<file path="src/rtl/tt_mux_pkg.sv">
// Shared types and constants for the project-select mux controller.
package tt_mux_pkg;

  localparam int IW_W = 18;
  localparam int OW_W = 24;

  // Bit positions inside the broadcast input word {uio_in, ui_in, rst_n, clk}
  localparam int IW_CLK    = 0;
  localparam int IW_RST_N  = 1;
  localparam int IW_UI_LO  = 2;
  localparam int IW_UI_HI  = 9;
  localparam int IW_UIO_LO = 10;
  localparam int IW_UIO_HI = 17;

  typedef enum logic [1:0] {
    IDLE   = 2'd0,
    DRAIN  = 2'd1,
    ACTIVE = 2'd2
  } mux_state_t;

endpackage

</file>
<file path="src/rtl/tt_mux_outsel.sv">
// N_PROJ-to-1 selector of project output words, forced to zero when disabled.
module tt_mux_outsel
  import tt_mux_pkg::*;
#(
  parameter int N_PROJ = 4,
  parameter int ADDR_W = $clog2(N_PROJ)
) (
  input  logic [OW_W*N_PROJ-1:0] ow_in_i,
  input  logic [ADDR_W-1:0]      sel_i,
  input  logic                   en_i,
  output logic [OW_W-1:0]        ow_o
);

  always_comb begin
    ow_o = '0;
    for (int k = 0; k < N_PROJ; k++) begin
      if (en_i && (sel_i == ADDR_W'(k))) begin
        ow_o = ow_in_i[k*OW_W +: OW_W];
      end
    end
  end

endmodule

</file>
<file path="src/rtl/tt_mux_ctrl.sv">
// Project-select controller: address counter, guarded switch FSM, one-hot enable
// decode and the gated input/output word paths to the project wrappers.
module tt_mux_ctrl
  import tt_mux_pkg::*;
#(
  parameter int N_PROJ = 4,
  parameter int ADDR_W = $clog2(N_PROJ),
  parameter int GUARD  = 2
) (
  input  logic                   clk,
  input  logic                   rst,
  input  logic                   sel_rst,
  input  logic                   sel_inc,
  input  logic                   ctrl_ena,
  input  logic [IW_W-1:0]        iw_in,
  output logic [IW_W-1:0]        iw_out,
  input  logic [OW_W*N_PROJ-1:0] ow_in,
  output logic [OW_W-1:0]        ow_out,
  output logic [N_PROJ-1:0]      ena,
  output logic [ADDR_W-1:0]      cur_addr,
  output logic                   busy
);

  localparam int                CNT_W     = (GUARD > 1) ? $clog2(GUARD) : 1;
  localparam logic [CNT_W-1:0]  GUARD_LD  = CNT_W'(GUARD - 1);
  localparam logic [ADDR_W-1:0] LAST_ADDR = ADDR_W'(N_PROJ - 1);

  logic               sel_rst_q, sel_inc_q, sel_inc_prev_q;
  logic               ctrl_ena_q, ctrl_ena_prev_q;
  logic [ADDR_W-1:0]  addr_q, addr_d;
  logic               chg_q, chg_d;
  logic               inc_pulse;
  mux_state_t         state_q, state_d;
  logic [CNT_W-1:0]   cnt_q, cnt_d;
  logic [N_PROJ-1:0]  ena_q, ena_d;
  logic               busy_q, busy_d;
  logic [N_PROJ-1:0]  addr_onehot;

  assign inc_pulse = sel_inc_q & ~sel_inc_prev_q;

  always_comb begin
    addr_d = addr_q;
    if (sel_rst_q) begin
      addr_d = '0;
    end else if (inc_pulse) begin
      addr_d = (addr_q == LAST_ADDR) ? '0 : addr_q + ADDR_W'(1);
    end
  end

  // Change is registered so the FSM reacts one cycle after the address/enable update.
  assign chg_d = (addr_d != addr_q) | (ctrl_ena_q ^ ctrl_ena_prev_q);

  always_ff @(posedge clk or posedge rst) begin
    if (rst) begin
      sel_rst_q       <= 1'b0;
      sel_inc_q       <= 1'b0;
      sel_inc_prev_q  <= 1'b0;
      ctrl_ena_q      <= 1'b0;
      ctrl_ena_prev_q <= 1'b0;
      addr_q          <= '0;
      chg_q           <= 1'b0;
    end else begin
      sel_rst_q       <= sel_rst;
      sel_inc_q       <= sel_inc;
      sel_inc_prev_q  <= sel_inc_q;
      ctrl_ena_q      <= ctrl_ena;
      ctrl_ena_prev_q <= ctrl_ena_q;
      addr_q          <= addr_d;
      chg_q           <= chg_d;
    end
  end

  always_ff @(posedge clk or posedge rst) begin
    if (rst) begin
      state_q <= IDLE;
      cnt_q   <= '0;
      ena_q   <= '0;
      busy_q  <= 1'b0;
    end else begin
      state_q <= state_d;
      cnt_q   <= cnt_d;
      ena_q   <= ena_d;
      busy_q  <= busy_d;
    end
  end

  always_comb begin
    state_d = state_q;
    cnt_d   = cnt_q;
    unique case (state_q)
      IDLE: begin
        if (chg_q) begin
          state_d = DRAIN;
          cnt_d   = GUARD_LD;
        end
      end
      DRAIN: begin
        if (chg_q) begin
          cnt_d = GUARD_LD;
        end else if (cnt_q != '0) begin
          cnt_d = cnt_q - CNT_W'(1);
        end else if (!chg_d) begin
          // Holding off while an address update is in flight keeps ena and the muxes aligned.
          state_d = ctrl_ena_q ? ACTIVE : IDLE;
        end
      end
      ACTIVE: begin
        if (chg_q) begin
          state_d = DRAIN;
          cnt_d   = GUARD_LD;
        end
      end
      default: begin
        state_d = IDLE;
        cnt_d   = '0;
      end
    endcase
  end

  for (genvar gi = 0; gi < N_PROJ; gi++) begin : g_dec
    assign addr_onehot[gi] = (addr_q == ADDR_W'(gi));
  end

  always_comb begin
    ena_d  = (state_d == ACTIVE) ? addr_onehot : '0;
    busy_d = (state_d == DRAIN);
  end

  assign ena      = ena_q;
  assign busy     = busy_q;
  assign cur_addr = addr_q;
  assign iw_out   = (state_q == ACTIVE) ? iw_in : '0;

  tt_mux_outsel #(
    .N_PROJ (N_PROJ),
    .ADDR_W (ADDR_W)
  ) u_outsel (
    .ow_in_i (ow_in),
    .sel_i   (addr_q),
    .en_i    (state_q == ACTIVE),
    .ow_o    (ow_out)
  );

endmodule

</file>
<file path="config.mk">
export PLATFORM = sky130hd
export DESIGN_NAME = tt_mux_ctrl
export DESIGN_NICKNAME = d
export VERILOG_FILES = /design/src/rtl/tt_mux_pkg.sv /design/src/rtl/tt_mux_outsel.sv /design/src/rtl/tt_mux_ctrl.sv
export SDC_FILE = /design/constraint.sdc
export NUM_CORES = 1
export LEC_CHECK = 0
export CAP_MARGIN = 10
export CORE_ASPECT_RATIO = 1.2
export CORE_MARGIN = 5
export CORE_UTILIZATION = 27
export DETAILED_ROUTE_END_ITERATION = 10
export GPL_TIMING_DRIVEN = 0
export PLACE_DENSITY = 0.86
export RECOVER_POWER = 50
export SYNTH_ARGS = -nofsm -noshare
export SYNTH_HDL_FRONTEND = slang
export SYNTH_SLANG_ARGS = --single-unit
export TNS_END_PERCENT = 50
</file>
<file path="constraint.sdc">
create_clock -name clk -period 1.8 [get_ports clk]
set_input_delay 0.18 -clock clk [delete_from_list [all_inputs] [get_ports clk]]
set_output_delay 0.18 -clock clk [all_outputs]
set_load 0.05 [all_outputs]
</file>
==> results.md <==
Placement:
- The placer's final routability congestion estimate is 0.802.
- The total half-perimeter wirelength after legalization and detailed placement is 6.57 mm.
- The cell count after placement is 462.
- The number of buffers added on ports is 167.
- Before CTS, the worst setup slack after placement is -1.04 ns.

Layout:
- In the final layout, the share of cells above drive strength 1 is 35.9%.
- Relative to the synthesized area, the layout overhead comes to 157%.
- The final net count is 522.
- The final core utilization is 70.7%.
- The repair_antennas step left the layout with diodes totalling 0.
- The finished layout holds 480 standard cells, fillers aside.

Die:
- The die is 95.5 um tall.
- For this configuration, the core starts out at a cell density of 27.5%.
- The number of cell rows is 31.
- The floorplan step defined a core boundary enclosing 5970 um^2.
- The total die area is 7750 um^2.
- The number of top-level design ports is 168.
- The width of the chip is 81.2 um.

CTS:
- In this run, post-CTS hold repair placed 0 buffers.
- The worst-case clock buffer depth is 2.
- The clock sink count is 16.
- The clock buffer count from CTS is 3.
- The CTS tree is done.
- The level count of the clock H-tree is 1.
- The cell chosen for the clock root is sky130_fd_sc_hd__clkbuf_8.
- The register clock-pin slew on the reported worst setup and hold paths is 0.06 ns.
- The clock reaches the later pin of the worst-skew pair after 0.25 ns.

Logic synthesis:
- The most used standard cell by instance count after synthesis is sky130_fd_sc_hd__nand2_1.
- Of the total synthesized cell area, the portion taken by XOR and XNOR cells is 0.533%.
- The fraction of the mapped netlist area in simple logic gates is 21.6%.
- By area, the combinational part of the netlist is dominated by compound AO/OA/AOI/OAI gates.
- The fraction of registers with async set/reset is 100%.
- The per-instance average area after synthesis is 7.71 um^2.
- The synthesized netlist devotes 40.3% of its cell area to compound gates.
- Summing the sequential cell areas from Yosys gives 24.4% of the chip area.
- The mapped cell area is 1640 um^2.
- The number of flops mapped to enable cells by yosys is 0.
- Counting flops and latches in the post-synthesis netlist gives 16.
- The top flip-flop cell by instance count after synthesis is sky130_fd_sc_hd__dfrtp_1.
- The number of nets in the synthesized netlist is 336.
- In the synthesized netlist, mux cells make up 0% of the area.
- By count the netlist is led by 30 x sky130_fd_sc_hd__nand2_1, 22 x sky130_fd_sc_hd__o21ai_0, 20 x sky130_fd_sc_hd__and2_1, 16 x sky130_fd_sc_hd__a21oi_1, 16 x sky130_fd_sc_hd__dfrtp_1.
- The count of warnings emitted by yosys is 0.
- The fraction of post-synthesis cell area in the top cell type by area is 24.4%.
- Synthesis produced 213 cells.
- The synthesized netlist devotes 3.05% of its cell area to adder and majority cells.
- The number of distinct library cells after synthesis is 31.
- In the post-synthesis netlist, the biggest area contributors are sky130_fd_sc_hd__dfrtp_1 24%, sky130_fd_sc_hd__a221oi_2 9.1%, sky130_fd_sc_hd__and2_1 7.6%.
- The biggest area consumer among synthesized cells is sky130_fd_sc_hd__dfrtp_1.

Setup path:
- The type of element launching the critical path is a flip-flop.
- The worst path buffer plus inverter count is 3.
- The critical path goes through inv_6 -> ha_4 -> nor2b_4 -> buf_12 -> a221oi_1 -> a211o_1 -> a21oi_4 -> buf_6.
- The slowest stage of the critical path is the sky130_fd_sc_hd__dfrtp_4 cell.
- STA puts the critical path data required time at 1.62 ns.
- The critical path's largest stage delay is 0.52 ns.
- The worst setup path is captured at an output pin.
- Data arrives at the worst endpoint at 1.94 ns.
- The kind of cell with the highest combined delay along the critical path is flip-flops.
- The top fanout value on the critical path is 8.
- The type of the worst setup path is reg2out.

Pwr:
- The power density over the cells is 348 nW/um^2.
- The sequential fraction of design power is 29.7%.
- The completed layout was analyzed and its total power is 1.47 mW.
- In this run switching power makes up 32.1% of total power.
- The design internal power is 1.00 mW.
- VDD sags by at most 0.000550 V.
- Summed over all nets, the switching power comes to 0.472 mW.
- Per report_power, the combinational group accounts for 48.9% of the total.
- The fraction of power consumed by the clock network is 21.4%.
- The total leakage power is 1.70 nW.

Detailed routing:
- After detailed routing, the average wire length per cell comes to 17.8 um.
- The first detailed-routing pass took 4 iterations.
- The via count normalized by instance count is 4.99.
- The number of violations reported at the end of detailed-routing iteration 0 is 43.
- In this run the remaining antenna-violating nets after routing total 0.
- In the routed design, unresolved DRC markers number 0.
- After detailed routing, the total wire length is 8.54 mm.
- The final route contains 2394 vias.

STA:
- Once routing completed, OpenROAD measured the worst setup slack at -0.318 ns.
- The achievable clock frequency is 472 MHz.
- The number of hold violations in the final report is 0.
- The final count of pins violating max slew is 0.
- Setup repair after global routing could not meet its margin everywhere.
- The clock period minus final worst setup slack is 2.12 ns.
- The tightest slew margin relative to the limit is 43.0%.
- On the final layout, the worst clock skew is 0.00470 ns.
- The final clock period utilization by the worst path is 118%.
- After routing, the total negative slack on setup checks comes to -6.81 ns.
- The setup-violating endpoint count in the final report is 24.
- The transition time at the pin with the least slew margin is 0.853 ns.

Global routing:
- The number of antenna violations at the first check in global routing is 0.
- The largest net degree at the start of global routing is 17.
- The first-pass GRT wire length is 12.8 mm.
- The number of global-route vias before repair was 2633.
- The overall overflow remaining after global route is 0.
- The overall global routing resource usage is 21.1%.

Hold path:
- The type of the most critical hold path is reg2reg.

Run:
- The tool flagged a number of max-cap violations equal to 0.

Run status:
- The checks that failed: negative setup slack.
- The run finished, with violations left.
==> state kept, by name, indices dropped and copies added, names as in the netlist <==
register         flops
ena                  4
cur_addr             2
state_q              2
busy                 1
chg_q                1
cnt_q                1
ctrl_ena_prev_q      1
ctrl_ena_q           1
sel_inc_prev_q       1
sel_inc_q            1
sel_rst_q            1
==> cell usage in the layout, fill, tap and decap left out, types with 3 or more instances in the layout <==
cell / n
sky130_fd_sc_hd__buf_8: 4
sky130_fd_sc_hd__o21ai_2: 5
sky130_fd_sc_hd__a21oi_1: 7
sky130_fd_sc_hd__inv_1: 12
sky130_fd_sc_hd__clkbuf_8: 4
sky130_fd_sc_hd__dlygate4sd3_1: 5
sky130_fd_sc_hd__buf_16: 3
sky130_fd_sc_hd__o211ai_1: 3
sky130_fd_sc_hd__o21ai_1: 10
sky130_fd_sc_hd__buf_4: 22
sky130_fd_sc_hd__a211o_1: 8
sky130_fd_sc_hd__and2_1: 18
sky130_fd_sc_hd__buf_6: 29
sky130_fd_sc_hd__nand2_1: 22
sky130_fd_sc_hd__buf_2: 10
sky130_fd_sc_hd__buf_12: 4
sky130_fd_sc_hd__nor2b_1: 3
sky130_fd_sc_hd__o21ai_0: 7
sky130_fd_sc_hd__a21boi_1: 4
sky130_fd_sc_hd__a221oi_2: 6
sky130_fd_sc_hd__nand2_2: 8
sky130_fd_sc_hd__a221oi_4: 11
sky130_fd_sc_hd__dfrtp_1: 14
sky130_fd_sc_hd__and2_4: 3
sky130_fd_sc_hd__clkdlybuf4s50_1: 118
sky130_fd_sc_hd__nor2_1: 8
sky130_fd_sc_hd__ha_4: 4
sky130_fd_sc_hd__a221oi_1: 6
sky130_fd_sc_hd__a21oi_4: 8
sky130_fd_sc_hd__o21ai_4: 10
==> area by class of cell <==
cell class	instances	area [um^2]
Multi-Input combinational cell	165	1560
Fill cell	448	1750
Clock buffer	4	55.1
Inverter	14	60.1
Sequential cell	16	408
Tap cell	82	103
Timing Repair Buffer	185	1850
Buffer	14	188
==> metal layers <==
metal | routed length, um | track usage [%]
met4 | 133 | 5.35
met5 | 0 | 0
met1 | 3030 | 21.3
met2 | 4290 | 39.9
met3 | 1090 | 8.03
==> kinds of logic after synthesis <==
kind of cell,count (synthesis)
fa+ha+maj,4
buf+inv,32
compound gates,90
simple gates,70
xor+xnor,1
flops,16
==> worst paths after layout <==
kind | startpoint | slack [ns] | endpoint | cells past startpoint
min in group asynchronous | rst | 0.42 | ctrl_ena_prev_q | 2
max in group asynchronous | rst | 0.94 | cur_addr[0] | 2
setup reg to reg | cur_addr[0] | 0.07 | ena[1] | 6
setup / recovery | cur_addr[0] | -0.32 | ow_out[5] | 8
hold reg to reg | sel_inc_q | 0.38 | sel_inc_prev_q | 0
hold / removal | sel_inc_q | 0.38 | sel_inc_prev_q | 0
==> power groups by stage <==
| stage | Sequential (mW) | Clock (mW) | Combinational, mW |
|---|---|---|---|
| after detailed placement | 0.447 | 0 | 0.676 |
| after floorplan | 0.492 | 0 | 0.259 |
| after CTS | 0.438 | 0.318 | 0.717 |
| final | 0.437 | 0.315 | 0.719 |
| after global placement | 0.445 | 0 | 0.665 |
| after global routing | 0.444 | 0.335 | 0.769 |
==> timing repair <==
item,in CTS,in global routing
cloned,3,0
pin swaps,21,7
setup buffers,13,2
setup endpoints to repair,44,41
gates resized for setup,301,44
==> stage by stage <==
| step | cell area (um^2) | hold slack (ns) |
|---|---|---|
| after CTS | 4190 | 0.308 |
| after global placement | 3830 | 0.359 |
| after global routing | 4230 | 0.397 |
| after detailed placement | 3830 | 0.364 |
| final | 4230 | 0.384 |
| after floorplan | 2050 | 0.0938 |
(Power assumes the default switching activity.)
